$ cat config.mk
export PLATFORM = sky130hd
export DESIGN_NAME = decode_stage
export DESIGN_NICKNAME = d
export VERILOG_FILES = /design/src/rtl/decode_stage_pkg.sv /design/src/rtl/decode_stage_core.sv /design/src/rtl/decode_stage.sv
export SDC_FILE = /design/constraint.sdc
export NUM_CORES = 1
export LEC_CHECK = 0
export BUFFER_PORTS_ARGS = -buffer_cell sky130_fd_sc_hd__clkbuf_2
export CORE_MARGIN = 3
export CORE_UTILIZATION = 60
export CTS_CLUSTER_DIAMETER = 50
export DETAILED_ROUTE_END_ITERATION = 7
export PLACE_DENSITY = 0.86
export SYNTH_ARGS = -nofsm -noshare
export SYNTH_HDL_FRONTEND = slang
export SYNTH_HIERARCHICAL = 1
export SYNTH_SLANG_ARGS = --single-unit
$ cat constraint.sdc
create_clock -name clk -period 18.04 [get_ports clk]
set_input_delay 3.608 -clock clk [delete_from_list [all_inputs] [get_ports clk]]
set_output_delay 3.608 -clock clk [all_outputs]
set_load 0.05 [all_outputs]
$ cat src/rtl/decode_stage_pkg.sv
`default_nettype none
// ============================================================================
//  Module  : decode_stage_pkg
//  Purpose : Shared encodings for the RV32I(+M) decode stage. Contains the
//            opcode map, the 5-bit ALU operation space (including the M ops),
//            the instruction-format, write-back and data-memory codes, and
//            the packed control bundle produced by decode.
//  Ports   : none (package)
//  Rev     : 1.0  initial release
// ============================================================================
package decode_stage_pkg;

    // Major opcodes (IR[6:0])
    localparam logic [6:0] OP_LUI    = 7'b0110111;
    localparam logic [6:0] OP_AUIPC  = 7'b0010111;
    localparam logic [6:0] OP_JAL    = 7'b1101111;
    localparam logic [6:0] OP_JALR   = 7'b1100111;
    localparam logic [6:0] OP_BR     = 7'b1100011;
    localparam logic [6:0] OP_LOAD   = 7'b0000011;
    localparam logic [6:0] OP_STORE  = 7'b0100011;
    localparam logic [6:0] OP_FUNC1  = 7'b0010011;
    localparam logic [6:0] OP_FUNC2  = 7'b0110011;
    localparam logic [6:0] OP_FENCE  = 7'b0001111;
    localparam logic [6:0] OP_SYSTEM = 7'b1110011;

    // ALU operations; the M block occupies 16..23 so IMUL + funct3 selects it
    localparam logic [4:0] IADD    = 5'd0;
    localparam logic [4:0] ISUB    = 5'd1;
    localparam logic [4:0] ISLL    = 5'd2;
    localparam logic [4:0] ISLT    = 5'd3;
    localparam logic [4:0] ISLTU   = 5'd4;
    localparam logic [4:0] IXOR    = 5'd5;
    localparam logic [4:0] ISRL    = 5'd6;
    localparam logic [4:0] ISRA    = 5'd7;
    localparam logic [4:0] IOR     = 5'd8;
    localparam logic [4:0] IAND    = 5'd9;
    localparam logic [4:0] IEQ     = 5'd10;
    localparam logic [4:0] INE     = 5'd11;
    localparam logic [4:0] ILT     = 5'd12;
    localparam logic [4:0] IGE     = 5'd13;
    localparam logic [4:0] ILTU    = 5'd14;
    localparam logic [4:0] IGEU    = 5'd15;
    localparam logic [4:0] IMUL    = 5'd16;
    localparam logic [4:0] IMULH   = 5'd17;
    localparam logic [4:0] IMULHSU = 5'd18;
    localparam logic [4:0] IMULHU  = 5'd19;
    localparam logic [4:0] IDIV    = 5'd20;
    localparam logic [4:0] IDIVU   = 5'd21;
    localparam logic [4:0] IREM    = 5'd22;
    localparam logic [4:0] IREMU   = 5'd23;

    // Instruction formats
    localparam logic [2:0] FT_NONE = 3'd0;
    localparam logic [2:0] FT_R    = 3'd1;
    localparam logic [2:0] FT_I    = 3'd2;
    localparam logic [2:0] FT_S    = 3'd3;
    localparam logic [2:0] FT_B    = 3'd4;
    localparam logic [2:0] FT_U    = 3'd5;
    localparam logic [2:0] FT_J    = 3'd6;

    // Write-back source
    localparam logic [1:0] WB_NONE = 2'd0;
    localparam logic [1:0] WB_ALU  = 2'd1;
    localparam logic [1:0] WB_MEM  = 2'd2;
    localparam logic [1:0] WB_PC4  = 2'd3;

    // Data-memory access width
    localparam logic [1:0] DM_NONE = 2'd0;
    localparam logic [1:0] DM_BYTE = 2'd1;
    localparam logic [1:0] DM_HALF = 2'd2;
    localparam logic [1:0] DM_WORD = 2'd3;

    // Decoded control bundle; all-zero is the idle/reset encoding
    typedef struct packed {
        logic [4:0]  alu;
        logic [31:0] imm;
        logic [2:0]  fmt;
        logic [1:0]  wb;
        logic [1:0]  dm_rd;
        logic [1:0]  dm_wr;
        logic        ld_signed;
        logic        pc_a;
        logic        jump;
        logic [4:0]  rd;
        logic [4:0]  rs1;
        logic [4:0]  rs2;
        logic        illegal;
        logic        ecall;
        logic        ebreak;
    } decode_t;

endpackage : decode_stage_pkg
`default_nettype wire

$ cat src/rtl/decode_stage_core.sv
`default_nettype none
// ============================================================================
//  Module  : decode_core
//  Purpose : Purely combinational RV32I(+M) instruction decoder. Maps an
//            instruction word onto the control bundle and raises
//            illegal/ecall/ebreak. Illegal words collapse to the idle bundle
//            (only rs1/rs2 and the illegal flag survive).
//  Ports   : i_ir   in  32  instruction word
//            o_dec  out     decoded control bundle (decode_t)
//  Rev     : 1.0  initial release
// ============================================================================
module decode_core
    import decode_stage_pkg::*;
#(
    parameter int ENABLE_M = 1
) (
    input  logic [31:0] i_ir,
    output decode_t     o_dec
);

    logic [6:0]  w_op;
    logic [2:0]  w_f3;
    logic [6:0]  w_f7;
    logic [31:0] w_imm_i, w_imm_s, w_imm_b, w_imm_u, w_imm_j;
    logic [4:0]  w_alu_f3;
    decode_t     w_dec;
    logic        w_bad;

    assign w_op = i_ir[6:0];
    assign w_f3 = i_ir[14:12];
    assign w_f7 = i_ir[31:25];

    assign w_imm_i = {{20{i_ir[31]}}, i_ir[31:20]};
    assign w_imm_s = {{20{i_ir[31]}}, i_ir[31:25], i_ir[11:7]};
    assign w_imm_b = {{19{i_ir[31]}}, i_ir[31], i_ir[7], i_ir[30:25], i_ir[11:8], 1'b0};
    assign w_imm_u = {i_ir[31:12], 12'b0};
    assign w_imm_j = {{11{i_ir[31]}}, i_ir[31], i_ir[19:12], i_ir[20], i_ir[30:21], 1'b0};

    // Base ALU op for funct3 on OP-IMM / OP (funct7 variants patched below)
    always_comb begin
        w_alu_f3 = IADD;
        case (w_f3)
            3'b000: w_alu_f3 = IADD;
            3'b001: w_alu_f3 = ISLL;
            3'b010: w_alu_f3 = ISLT;
            3'b011: w_alu_f3 = ISLTU;
            3'b100: w_alu_f3 = IXOR;
            3'b101: w_alu_f3 = ISRL;
            3'b110: w_alu_f3 = IOR;
            default: w_alu_f3 = IAND;
        endcase
    end

    always_comb begin
        w_dec     = '0;
        w_bad     = 1'b0;
        w_dec.rd  = i_ir[11:7];
        case (w_op)
            OP_LUI: begin
                w_dec.fmt = FT_U; w_dec.imm = w_imm_u; w_dec.wb = WB_ALU;
            end
            OP_AUIPC: begin
                w_dec.fmt = FT_U; w_dec.imm = w_imm_u; w_dec.wb = WB_ALU;
                w_dec.pc_a = 1'b1;
            end
            OP_JAL: begin
                w_dec.fmt = FT_J; w_dec.imm = w_imm_j; w_dec.wb = WB_PC4;
                w_dec.pc_a = 1'b1; w_dec.jump = 1'b1;
            end
            OP_JALR: begin
                w_dec.fmt = FT_I; w_dec.imm = w_imm_i; w_dec.wb = WB_PC4;
                w_dec.jump = 1'b1;
            end
            OP_BR: begin
                w_dec.fmt = FT_B; w_dec.imm = w_imm_b; w_dec.jump = 1'b1;
                case (w_f3)
                    3'b000:  w_dec.alu = IEQ;
                    3'b001:  w_dec.alu = INE;
                    3'b100:  w_dec.alu = ILT;
                    3'b101:  w_dec.alu = IGE;
                    3'b110:  w_dec.alu = ILTU;
                    3'b111:  w_dec.alu = IGEU;
                    default: w_bad = 1'b1;
                endcase
            end
            OP_LOAD: begin
                w_dec.fmt = FT_I; w_dec.imm = w_imm_i; w_dec.wb = WB_MEM;
                // funct3[1:0] is the width, funct3[2] selects zero-extension
                w_dec.dm_rd     = w_f3[1:0] + 2'd1;
                w_dec.ld_signed = ~w_f3[2];
                if (w_f3[1:0] == 2'b11 || w_f3 == 3'b110) begin
                    w_bad = 1'b1;
                end
            end
            OP_STORE: begin
                w_dec.fmt = FT_S; w_dec.imm = w_imm_s;
                w_dec.dm_wr = w_f3[1:0] + 2'd1;
                if (w_f3 >= 3'b011) begin
                    w_bad = 1'b1;
                end
            end
            OP_FUNC1: begin
                w_dec.fmt = FT_I; w_dec.imm = w_imm_i; w_dec.wb = WB_ALU;
                w_dec.alu = w_alu_f3;
                if (w_f3 == 3'b001 && w_f7 != 7'b0000000) begin
                    w_bad = 1'b1;
                end else if (w_f3 == 3'b101) begin
                    if (w_f7 == 7'b0100000) begin
                        w_dec.alu = ISRA;
                    end else if (w_f7 != 7'b0000000) begin
                        w_bad = 1'b1;
                    end
                end
            end
            OP_FUNC2: begin
                w_dec.fmt = FT_R; w_dec.wb = WB_ALU;
                if (w_f7 == 7'b0000000) begin
                    w_dec.alu = w_alu_f3;
                end else if (w_f7 == 7'b0100000 && w_f3 == 3'b000) begin
                    w_dec.alu = ISUB;
                end else if (w_f7 == 7'b0100000 && w_f3 == 3'b101) begin
                    w_dec.alu = ISRA;
                end else if (w_f7 == 7'b0000001 && ENABLE_M != 0) begin
                    w_dec.alu = IMUL | {2'b00, w_f3};
                end else begin
                    w_bad = 1'b1;
                end
            end
            OP_FENCE: begin
                w_dec.rd = 5'd0;
            end
            OP_SYSTEM: begin
                w_dec.rd = 5'd0;
                if (i_ir == 32'h0000_0073) begin
                    w_dec.ecall = 1'b1;
                end else if (i_ir == 32'h0010_0073) begin
                    w_dec.ebreak = 1'b1;
                end else begin
                    w_bad = 1'b1;
                end
            end
            default: w_bad = 1'b1;
        endcase

        // S/B formats have no destination
        if (w_dec.fmt == FT_S || w_dec.fmt == FT_B) begin
            w_dec.rd = 5'd0;
        end
        if (i_ir[1:0] != 2'b11) begin
            w_bad = 1'b1;
        end
        if (w_bad) begin
            w_dec         = '0;
            w_dec.illegal = 1'b1;
        end
        w_dec.rs1 = i_ir[19:15];
        w_dec.rs2 = i_ir[24:20];
    end

    assign o_dec = w_dec;

endmodule : decode_core
`default_nettype wire

$ cat src/rtl/decode_stage.sv
`default_nettype none
// ============================================================================
//  Module  : decode_stage
//  Purpose : Registered decode pipeline stage. Fetch hands over {pc, IR} on a
//            valid/ready handshake; the word is decoded immediately and the
//            result stored in a BUF_DEPTH-entry FIFO that feeds execute.
//            Flush empties the FIFO and ignores the input that cycle.
//  Ports   : clk, rst_n (async, active low), flush
//            in_valid/in_ready/in_pc/in_ir            fetch side
//            out_valid/out_ready/out_pc + bundle      execute side
//  Rev     : 1.0  initial release
// ============================================================================
module decode_stage
    import decode_stage_pkg::*;
#(
    parameter int XLEN      = 32,
    parameter int BUF_DEPTH = 2,
    parameter int ENABLE_M  = 1
) (
    input  logic            clk,
    input  logic            rst_n,
    input  logic            flush,
    input  logic            in_valid,
    output logic            in_ready,
    input  logic [XLEN-1:0] in_pc,
    input  logic [31:0]     in_ir,
    output logic            out_valid,
    input  logic            out_ready,
    output logic [XLEN-1:0] out_pc,
    output logic [4:0]      alu_instruction,
    output logic [31:0]     immediate_value,
    output logic [2:0]      instruction_format_type,
    output logic [1:0]      write_back_type,
    output logic [1:0]      data_memory_read_status,
    output logic [1:0]      data_memory_write_status,
    output logic            data_memory_load_signed,
    output logic            pc_for_input_a,
    output logic            jump,
    output logic [4:0]      destination_register_number,
    output logic [4:0]      rs1_number,
    output logic [4:0]      rs2_number,
    output logic            illegal,
    output logic            ecall,
    output logic            ebreak
);

    localparam int PTR_W = (BUF_DEPTH > 1) ? $clog2(BUF_DEPTH) : 1;
    localparam int CNT_W = PTR_W + 1;

    typedef struct packed {
        logic [XLEN-1:0] pc;
        decode_t         dec;
    } entry_t;

    decode_t          w_dec;
    entry_t           r_mem [BUF_DEPTH];
    logic [PTR_W-1:0] r_head;
    logic [PTR_W-1:0] r_tail;
    logic [CNT_W-1:0] r_count;
    logic             w_push;
    logic             w_pop;
    entry_t           w_out;

    decode_core #(
        .ENABLE_M (ENABLE_M)
    ) u_core (
        .i_ir  (in_ir),
        .o_dec (w_dec)
    );

    // in_ready is a function of occupancy only, so a full buffer never
    // accepts even when execute drains the head that same cycle.
    assign in_ready  = (r_count < CNT_W'(BUF_DEPTH));
    assign out_valid = (r_count != '0);
    assign w_push    = in_valid && in_ready && !flush;
    assign w_pop     = out_valid && out_ready && !flush;

    always_ff @(posedge clk or negedge rst_n) begin
        if (!rst_n) begin
            r_head  <= '0;
            r_tail  <= '0;
            r_count <= '0;
        end else if (flush) begin
            r_head  <= '0;
            r_tail  <= '0;
            r_count <= '0;
        end else begin
            if (w_push) begin
                r_tail <= r_tail + PTR_W'(1);
            end
            if (w_pop) begin
                r_head <= r_head + PTR_W'(1);
            end
            case ({w_push, w_pop})
                2'b10:   r_count <= r_count + CNT_W'(1);
                2'b01:   r_count <= r_count - CNT_W'(1);
                default: r_count <= r_count;
            endcase
        end
    end

    // Storage needs no reset: outputs are masked while the FIFO is empty.
    always_ff @(posedge clk) begin
        if (w_push) begin
            r_mem[r_tail] <= '{pc: in_pc, dec: w_dec};
        end
    end

    assign w_out = out_valid ? r_mem[r_head] : '0;

    assign out_pc                      = w_out.pc;
    assign alu_instruction             = w_out.dec.alu;
    assign immediate_value             = w_out.dec.imm;
    assign instruction_format_type     = w_out.dec.fmt;
    assign write_back_type             = w_out.dec.wb;
    assign data_memory_read_status     = w_out.dec.dm_rd;
    assign data_memory_write_status    = w_out.dec.dm_wr;
    assign data_memory_load_signed     = w_out.dec.ld_signed;
    assign pc_for_input_a              = w_out.dec.pc_a;
    assign jump                        = w_out.dec.jump;
    assign destination_register_number = w_out.dec.rd;
    assign rs1_number                  = w_out.dec.rs1;
    assign rs2_number                  = w_out.dec.rs2;
    assign illegal                     = w_out.dec.illegal;
    assign ecall                       = w_out.dec.ecall;
    assign ebreak                      = w_out.dec.ebreak;

endmodule : decode_stage
`default_nettype wire

==> results of run 1 <==
through the flow:
stage	util [%]	setup slack [ps]	area [µm²]
6_report	71.32	11300	10920
5_1_grt	71.32	11140	10920
4_1_cts	71.32	11240	10920
3_5_place_dp	66.60	11440	10200
3_3_place_gp	66.60	11490	10200
2_1_floorplan	-	6500	9480
cells by family after synthesis:
family | count (synthesis)
AOI/OAI and AO/OA | 75
xor gates and xnor gates | 2
adders and majority gates | 4
buffers and inverters | 62
DFF | 202
muxes | 101
and+or+nand+nor | 263
layout by cell type (no fill, tap or decap), drive strengths merged, types with 8 or more instances in the layout:
cell type and instances:
clkinv 9, nand2b 13, o21ai 13, nor4 9
nand2 34, edfxtp 198, nor3 42, buf 8
mux2i 99, clkbuf 194, inv 10, a21oi 30
nor2 133
power groups by stage:
stage / combinational [mW] / clock [mW] / sequential (mW)
2_1_floorplan: 0.133 / 0 / 0.553
3_3_place_gp: 0.163 / 0 / 0.554
3_5_place_dp: 0.164 / 0 / 0.555
4_1_cts: 0.164 / 0.447 / 0.546
5_1_grt: 0.174 / 0.466 / 0.548
6_report: 0.164 / 0.441 / 0.546
sequential cells by signal, summed over array words and instances (netlist names):
name,flops
r_mem,198
r_count,2
r_tail,1
r_head,1
path summary, 6_finish.rpt:
| kind | cells after the start | end | startpoint |
|---|---|---|---|
| min reg2reg | 2 | r_tail | r_tail |
| max in group asynchronous | 1 | r_head | rst_n |
| min | 2 | r_tail | r_tail |
| max reg2reg | 3 | r_mem[1][64] | r_count[1] |
| max | 4 | instruction_format_type[2] | r_head |
| min in group asynchronous | 1 | r_count[0] | rst_n |
metal layers:
metal / GRT usage, % / vias to the layer above / share of wire (%)
met4: 6.184 / 0 / 2.2
li1: - / 2906 / -
met3: 4.250 / 36 / 6.7
met2: 38.14 / 263 / 49
met1: 33.02 / 3002 / 42
met5: 0 / - / 0
worst max-delay path, cell delays in order, from the launching register on:
cell      delay (ps)
dfrtp_4         1100
buf_4            760
mux2i_1          370
nor2_1            70
clkbuf_2         260
area by class of cell:
| type | instances | area (µm²) | share of cell area [%] |
|---|---|---|---|
| clock buffer | 25 | 583.1 | 5.338 |
| clock inverter | 15 | 140.1 | 1.283 |
| inverter | 8 | 30.03 | 0.2749 |
| multi-input combinational | 445 | 2950 | 27.01 |
| sequential | 202 | 6050 | 55.38 |
| tap | 211 | 264.0 | 2.417 |
| timing repair buffer | 177 | 905.9 | 8.293 |
==> results.sh, run 1 <==
export IMPL_synthAdderAreaFrac_pct=0.5279
export IMPL_grt_first_pass_wirelength_mm=32.71
export IMPL_setup_tns_ps=0
export IMPL_synth_top_family_by_area="simple AND/OR/NAND/NOR gates"
export IMPL_ff2ff_setup_slack_ps=15950
export IMPL_syn_area_per_cell_um2=13.37
export IMPL_yosysWarnings=6
export IMPL_synth_edf_count=198
export IMPL_h_tree_depth=1
export IMPL_io_pins=170
export IMPL_clock_power_share_pct=38.4
export IMPL_tightestPinTransition_ps=1103
export IMPL_slew_violations=0
export IMPL_sequentialPowerShare_pct=47.4
export IMPL_place_congestion=0.9306
export IMPL_synth_ff_type="edfxtp_1"
export IMPL_dpl_cell_count=1043
export IMPL_cts_resized=0
export IMPL_fmaxAchievable_mhz=148.3
export IMPL_fillers=1067
export IMPL_power_internal_uw=839.5
export IMPL_ant_nets=0
export IMPL_grt_pass1_vias=5957
export IMPL_cts_buffer_depth=3
export IMPL_p_switching_uw=310.9
export IMPL_dieHeight_um=131.7
export IMPL_setup_viol=0
export IMPL_yosysTopAreaCell="edfxtp_1"
export IMPL_cap_violations=0
export IMPL_finalHoldWorstSlack_ps=599.3
export IMPL_synthMuxAreaShare_pct=10.73
export IMPL_yosysMostFrequentCell="edfxtp_1"
export IMPL_initial_core_util_pct=61.90
export IMPL_total_power_mw=1.150
export IMPL_synthSimpleGateAreaFrac_pct=14.21
export IMPL_route_vias_total=6207
export IMPL_period_needed_ps=6743
export IMPL_yosysUniqueCellTypes=60
export IMPL_gr_total_overflow=0
export IMPL_diodes=0
export IMPL_dp_hpwl_mm=13.67
export IMPL_die_area_um2=17340
export IMPL_synth_top_cell_area_share_pct=62.72
export IMPL_p_leak_nw=3.768
export IMPL_swShare_pct=27.03
export IMPL_comb_power_share_pct=14.2
export IMPL_cts_hold_buf=0
export IMPL_synthArstFlopShare_pct=1.980
export IMPL_antenna_found_initial=0
export IMPL_cts_made_buffers=22
export IMPL_final_cells=1083
export IMPL_root_buffer="clkbuf_16"
export IMPL_worstSetupStartpointType="flip-flop"
export IMPL_hold_viol=0
export IMPL_syn_area_um2=9480
export IMPL_skew_ps=10.30
export IMPL_peakVddDrop_mv=0.09709
export IMPL_ys_top_cells_by_count="edfxtp_1, nor2_1, mux2i_1"
export IMPL_cp_max_fo=56
export IMPL_synth_seq_cells=202
export IMPL_core_area_um2=15310
export IMPL_grt_setup_unrepaired="no"
export IMPL_port_buffers=169
export IMPL_post_route_period_util_pct=37.38
export IMPL_drt_initial_drc_count=560
export IMPL_ys_seq_area_share_pct=63.77
export IMPL_synthXorXnorAreaFrac_pct=0.1848
export IMPL_synthesis_nets=782
export IMPL_grt_max_degree=76
export IMPL_avgViaCountPerCell=5.731
export IMPL_drc_errors=0
export IMPL_cp_end_kind="output pin"
export IMPL_max_slew_margin_pct=26.38
export IMPL_cts_tree="yes"
export IMPL_powerDensity_nw_per_um2=105.3
export IMPL_cts_sinks=202
export IMPL_fin_nets=929
export IMPL_grt_usage_pct=23.41
export IMPL_worstSetupPathType="reg -> out"
export IMPL_clkTransAtPathRegs_ps=60
export IMPL_worstPathRequired_ps=14430
export IMPL_drive_gt1_share_pct=28.78
export IMPL_area_growth_pct=15.22
export IMPL_postCtsSetupRepairBufs=0
export IMPL_firstDrtPassIters=6
export IMPL_ys_top_cells_by_area="edfxtp_1, mux2i_1, nor2_1, buf_6, nor3_2"
export IMPL_cp_arrival_ps=3140
export IMPL_status="completed"
export IMPL_hold_class="reg -> reg"
export IMPL_wl_per_cell_um=19.30
export IMPL_wirelength_mm=20.90
export IMPL_synthCells=709
export IMPL_chipWidth_um=131.7
export IMPL_rows=45
export IMPL_insertion_delay_ps=500
export IMPL_synth_compound_area_share_pct=5.358
Note: power is estimated with default switching activity, not from simulation.
==> run 2, diff against run 1 <==
Settings changed: ABC_AREA set to 1, CORE_UTILIZATION 60 to 56, PLACE_DENSITY 0.86 to 0.81.
Clock period 18.04 ns to 6.6 ns, I/O delays scaled along.
==> run 2 against run 1 <==
- highest routed layer unchanged
- largest cell class unchanged
- hold slack improved by 32 ps
- clock power increased to 2.9 times the previous value
- critical endpoint is now immediate_value[17]
- sequential share of layout area about the same
- first-iteration DRC count increased by 2.1%
==> results.sh, run 2 <==
export IMPL_status="completed"
export IMPL_regMostFlops="r_mem"
export IMPL_wirelength_mm=21.82
export IMPL_setup_viol=0
export IMPL_syn_area_per_cell_um2=10.11
export IMPL_layout_commonest_cell="nand2_1"
export IMPL_reg_top3="r_mem x198, r_count x2"
export IMPL_firstDrtPassIters=5
export IMPL_root_buffer="clkbuf_16"
export IMPL_setup_tns_ps=0
export IMPL_skew_ps=5.701
export IMPL_max_slew_margin_pct=31.60
export IMPL_powerDensity_nw_per_um2=393.4
export IMPL_total_power_mw=4.294
export IMPL_insertion_delay_ps=490
export IMPL_chipWidth_um=134.6
export IMPL_fin_area_um2=10920
export IMPL_ys_top_cells_by_area="edfxtp_1, nand2_1, a21oi_1, nor2_1, inv_1"
export IMPL_grt_max_degree=68
export IMPL_fmaxAchievable_mhz=220.4
export IMPL_period_needed_ps=4536
export IMPL_yosysMostFrequentCell="nand2_1"
export IMPL_diodes=0
export IMPL_synth_edf_count=198
export IMPL_hold_class="in -> async"
export IMPL_io_pins=170
export IMPL_area_growth_pct=17.86
export IMPL_ys_top_cells_by_count="nand2_1, edfxtp_1, nor2_1"
export IMPL_yosysUniqueCellTypes=29
export IMPL_rows=46
export IMPL_antenna_found_initial=0
export IMPL_cp_arrival_ps=3220
export IMPL_wl_per_cell_um=16.85
export IMPL_initial_core_util_pct=57.68
export IMPL_h_tree_depth=1
export IMPL_cp_max_fo=54
export IMPL_drive_gt1_share_pct=22.71
export IMPL_synth_ff_type="edfxtp_1"
export IMPL_core_area_um2=16060
export IMPL_yosysTopAreaCell="edfxtp_1"
export IMPL_drc_errors=0
export IMPL_cp_end_kind="output pin"
export IMPL_dieHeight_um=134.6
export IMPL_peakVddDrop_mv=0.3849
export IMPL_ys_seq_area_share_pct=65.27
export IMPL_finalHoldWorstSlack_ps=631.8
export IMPL_r2r_start="r_count[1]"
export IMPL_postCtsSetupRepairBufs=0
export IMPL_route_vias_total=6936
export IMPL_p_leak_nw=4.426
export IMPL_cts_resized=0
export IMPL_syn_area_um2=9263
export IMPL_drt_initial_drc_count=572
export IMPL_hold_viol=0
export IMPL_fin_nets=1140
export IMPL_ant_nets=0
export IMPL_cts_sinks=202
export IMPL_die_area_um2=18120
export IMPL_port_buffers=169
export IMPL_cp_startpoint="r_head"
export IMPL_grt_first_pass_wirelength_mm=33.67
export IMPL_cts_buffer_depth=3
export IMPL_cts_made_buffers=23
export IMPL_grt_pass1_vias=6566
export IMPL_grt_setup_unrepaired="no"
export IMPL_cap_violations=0
export IMPL_largest_register_ffs=198
export IMPL_synth_top_cell_area_share_pct=64.19
export IMPL_layout_common_cells="nand2_1, edfxtp_1, clkbuf_2"
export IMPL_cts_hold_buf=0
export IMPL_gr_total_overflow=0
export IMPL_cts_tree="yes"
export IMPL_synthArstFlopShare_pct=1.980
export IMPL_post_route_period_util_pct=68.73
export IMPL_grt_usage_pct=23.50
export IMPL_place_congestion=0.9584
export IMPL_worstPathRequired_ps=5280
export IMPL_dpl_cell_count=1258
export IMPL_worstSetupStartpointType="flip-flop"
export IMPL_dp_hpwl_mm=14.52
export IMPL_tightestPinTransition_ps=1021
export IMPL_clkTransAtPathRegs_ps=60
export IMPL_fillers=1202
export IMPL_final_cells=1295
export IMPL_synthCells=916
export IMPL_worstSetupPathType="reg -> out"
export IMPL_synthesis_nets=989
export IMPL_postPlaceCellArea_um2=10160
export IMPL_yosysWarnings=6
export IMPL_synth_seq_cells=202
export IMPL_slew_violations=0
export IMPL_avgViaCountPerCell=5.356
-- run 2: power breakdown --
group	internal (mW)	leakage, nW	switching, mW
clock	0.794	0.369	0.467
sequential	1.51	1.82	0.0427
combinational	0.266	2.23	1.22
-- run 2: cell families (layout without fill, tap and decap cells) --
kind of cell	after synthesis	in the layout	share of synthesized area, %
simple gates	477	477	21.57
compound gates	124	124	7.024
flops	202	202	65.27
fa+ha+maj	4	4	0.5403
buf+inv	109	272	5.592
-- run 2: final cells by class --
type	count	area, µm²	area share, %
Timing Repair Buffer	177	905.9	8.298
Clock buffer	27	590.6	5.410
Tap cell	216	270.3	2.476
Inverter	58	217.7	1.994
Sequential cell	202	6050	55.42
Clock inverter	10	163.9	1.501
Multi-Input combinational cell	605	2719	24.91
-- run 2: per-stage QoR --
step / setup WS (ps) / utilization [%]
5_1_grt: 1873 / 67.98
2_1_floorplan: 322.0 / -
3_5_place_dp: 2560 / 63.29
3_3_place_gp: 2597 / 63.29
6_report: 2064 / 67.98
4_1_cts: 2043 / 67.98
-- run 2: worst max-delay path: stages (launching register included) --
cell and delay (ps):
dfrtp_4 660, inv_2 770, buf_4 570, nand2_1 120, a21oi_1 210, clkbuf_2 320
-- run 2: worst paths after layout --
path | to | slack, ps | cells after the start
min in group clk | r_count[0] | 630 | 2
setup reg to reg | r_mem[0][67] | 4140 | 4
hold / removal | r_count[0] | 630 | 1
hold reg to reg | r_count[0] | 630 | 2
max in group asynchronous | r_head | 5820 | 1
setup / recovery | immediate_value[17] | 2060 | 5
-- run 2: layer usage --
| metal | part of all wire (%) | track usage (%) | routed length, µm | up-vias |
|---|---|---|---|---|
| li1 | - | - | - | 3359 |
| met1 | 41 | 31.74 | 9048 | 3232 |
| met2 | 48 | 39.61 | 10570 | 307 |
| met3 | 8.1 | 4.434 | 1769 | 38 |
| met4 | 2.0 | 6.391 | 431 | 0 |
| met5 | 0 | 0 | 0 | - |
==> run 3, diff against run 2 <==
Settings changed: CORE_UTILIZATION 56 to 50, PLACE_DENSITY 0.81 to 0.77.
Clock period 6.6 ns to 3.8 ns, I/O delays scaled along.
==> run 3 against run 2 <==
- utilization down 7.4 points
- die area is 11% higher
- non-clock buffer count increased by 8
- wire length increased by 2.5%
- count of clock-buffer cells in the layout down 1
- sequential power up 74%
- hold slack worse by 570 ps
- global-route usage is 2.0 points lower
- clock skew grew 5.8 ps
- final area is 0.45% higher
- sequential share of layout area decreased by 0.25 points
- critical path type unchanged
- critical endpoint is now immediate_value[18]
- largest power group unchanged
==> results.sh, run 3 (synthesized netlist as in run 2, its figures left out) <==
export IMPL_status="completed"
export IMPL_cp_end_kind="output pin"
export IMPL_p_leak_nw=4.439
export IMPL_setup_viol=0
export IMPL_worstSetupStartpointType="flip-flop"
export IMPL_cts_buffer_depth=3
export IMPL_insertion_delay_ps=500
export IMPL_skew_ps=11.51
export IMPL_antenna_found_initial=0
export IMPL_drive_gt1_share_pct=23.00
export IMPL_layout_commonest_cell="nand2_1"
export IMPL_powerDensity_nw_per_um2=668.1
export IMPL_clkTransAtPathRegs_ps=60
export IMPL_fillers=1503
export IMPL_drt_initial_drc_count=560
export IMPL_wl_per_cell_um=16.99
export IMPL_cts_hold_buf=0
export IMPL_chipWidth_um=142.1
export IMPL_busiest_layer="met2"
export IMPL_largest_register_ffs=198
export IMPL_grt_util_met3_pct=4.267
export IMPL_fin_ws_ps=621.2
export IMPL_post_route_period_util_pct=83.65
export IMPL_route_vias_total=7042
export IMPL_grt_max_degree=77
export IMPL_gr_total_overflow=0
export IMPL_cts_made_buffers=23
export IMPL_grt_use_met2_pct=34.86
export IMPL_area_growth_pct=18.38
export IMPL_slew_violations=0
export IMPL_core_area_um2=18090
export IMPL_max_slew_margin_pct=46.26
export IMPL_layout_common_cells="nand2_1, edfxtp_1, clkbuf_2"
export IMPL_peakVddDrop_mv=0.4184
export IMPL_reg_top3="r_mem x198, r_count x2"
export IMPL_cp_arrival_ps=2420
export IMPL_fin_area_um2=10970
export IMPL_hold_class="in -> async"
export IMPL_port_buffers=169
export IMPL_period_needed_ps=3179
export IMPL_worstSetupPathType="reg -> out"
export IMPL_io_pins=170
export IMPL_cts_tree="yes"
export IMPL_dp_hpwl_mm=15.24
export IMPL_firstDrtPassIters=5
export IMPL_avgViaCountPerCell=5.351
export IMPL_cts_sinks=202
export IMPL_rows=49
export IMPL_fmaxAchievable_mhz=314.6
export IMPL_cp_max_fo=45
export IMPL_use_met1_pct=29.16
export IMPL_dieHeight_um=142.1
export IMPL_initial_core_util_pct=51.21
export IMPL_postPlaceCellArea_um2=10290
export IMPL_grt_usage_pct=21.50
export IMPL_hold_viol=0
export IMPL_cap_violations=0
export IMPL_die_area_um2=20190
export IMPL_wirelength_mm=22.36
export IMPL_place_ws_ps=749.5
export IMPL_diodes=0
export IMPL_h_tree_depth=1
export IMPL_grt_setup_unrepaired="no"
export IMPL_ant_nets=0
export IMPL_tightestPinTransition_ps=804.1
export IMPL_grt_first_pass_wirelength_mm=34.30
export IMPL_fin_nets=1148
export IMPL_cts_resized=0
export IMPL_postCtsSetupRepairBufs=0
export IMPL_regMostFlops="r_mem"
export IMPL_worstPathRequired_ps=3040
export IMPL_root_buffer="clkbuf_16"
export IMPL_place_congestion=0.9709
export IMPL_grt_pass1_vias=6656
export IMPL_drc_errors=0
[run 3: cell count changes in the layout (fill, tap and decap cells not counted), sizes merged]
cell / change
clkinv: +1
bufinv: -3
inv: +2
clkinvlp: +1
buf: +8
clkbuf: -1
[run 3: worst paths after layout]
path | depth (start not counted) | slack [ps] | from | end
setup reg to reg | 4 | 2110 | r_count[1] | r_mem[0][59]
setup / recovery | 4 | 620 | r_head | immediate_value[18]
hold / removal | 1 | 60 | rst_n | r_count[0]
max in group asynchronous | 1 | 3590 | rst_n | r_head
min in group clk | 2 | 450 | flush | r_head
hold reg to reg | 2 | 620 | r_count[0] | r_count[0]
[run 3: layer usage]
metal	part of all wire (%)	up-vias	routed length (µm)
li1	-	3382	-
met1	41	3319	9193
met2	47	281	10550
met3	8.6	60	1915
met4	3.1	0	695
met5	0	-	0
[run 3: area by class of cell]
cell class	instances	area (µm²)	area share [%]
Clock buffer	26	586.8	5.351
Clock inverter	11	90.09	0.8215
Inverter	58	217.7	1.985
Multi-Input combinational cell	605	2719	24.79
Sequential cell	202	6050	55.17
Tap cell	229	286.5	2.613
Timing Repair Buffer	185	1016	9.265
[run 3: critical path, stage by stage, from the launching register on]
cell and delay [ps]:
dfrtp_4 740, buf_4 420, nand2_1 90, a21oi_1 300, clkbuf_2 340
[run 3: power breakdown]
part / total [mW] / internal, mW / switching [mW]
Sequential: 2.69 / 2.61 / 0.0744
Combinational: 2.65 / 0.514 / 2.14
Clock: 1.98 / 1.17 / 0.811
Total: 7.33 / 4.30 / 3.03
[run 3: metrics by stage]
stage	utilization, %	total power [mW]	hold WS, ps	std cells	TNS [ps]
after floorplan	-	4.734	464.4	916	-52340
after global placement	56.89	5.391	575.0	1279	0
after detailed placement	56.89	5.410	576.9	1279	0
after CTS	60.63	7.397	45.04	1316	0
after global routing	60.63	7.641	48.03	1316	0
final	60.63	7.327	62.76	1316	0
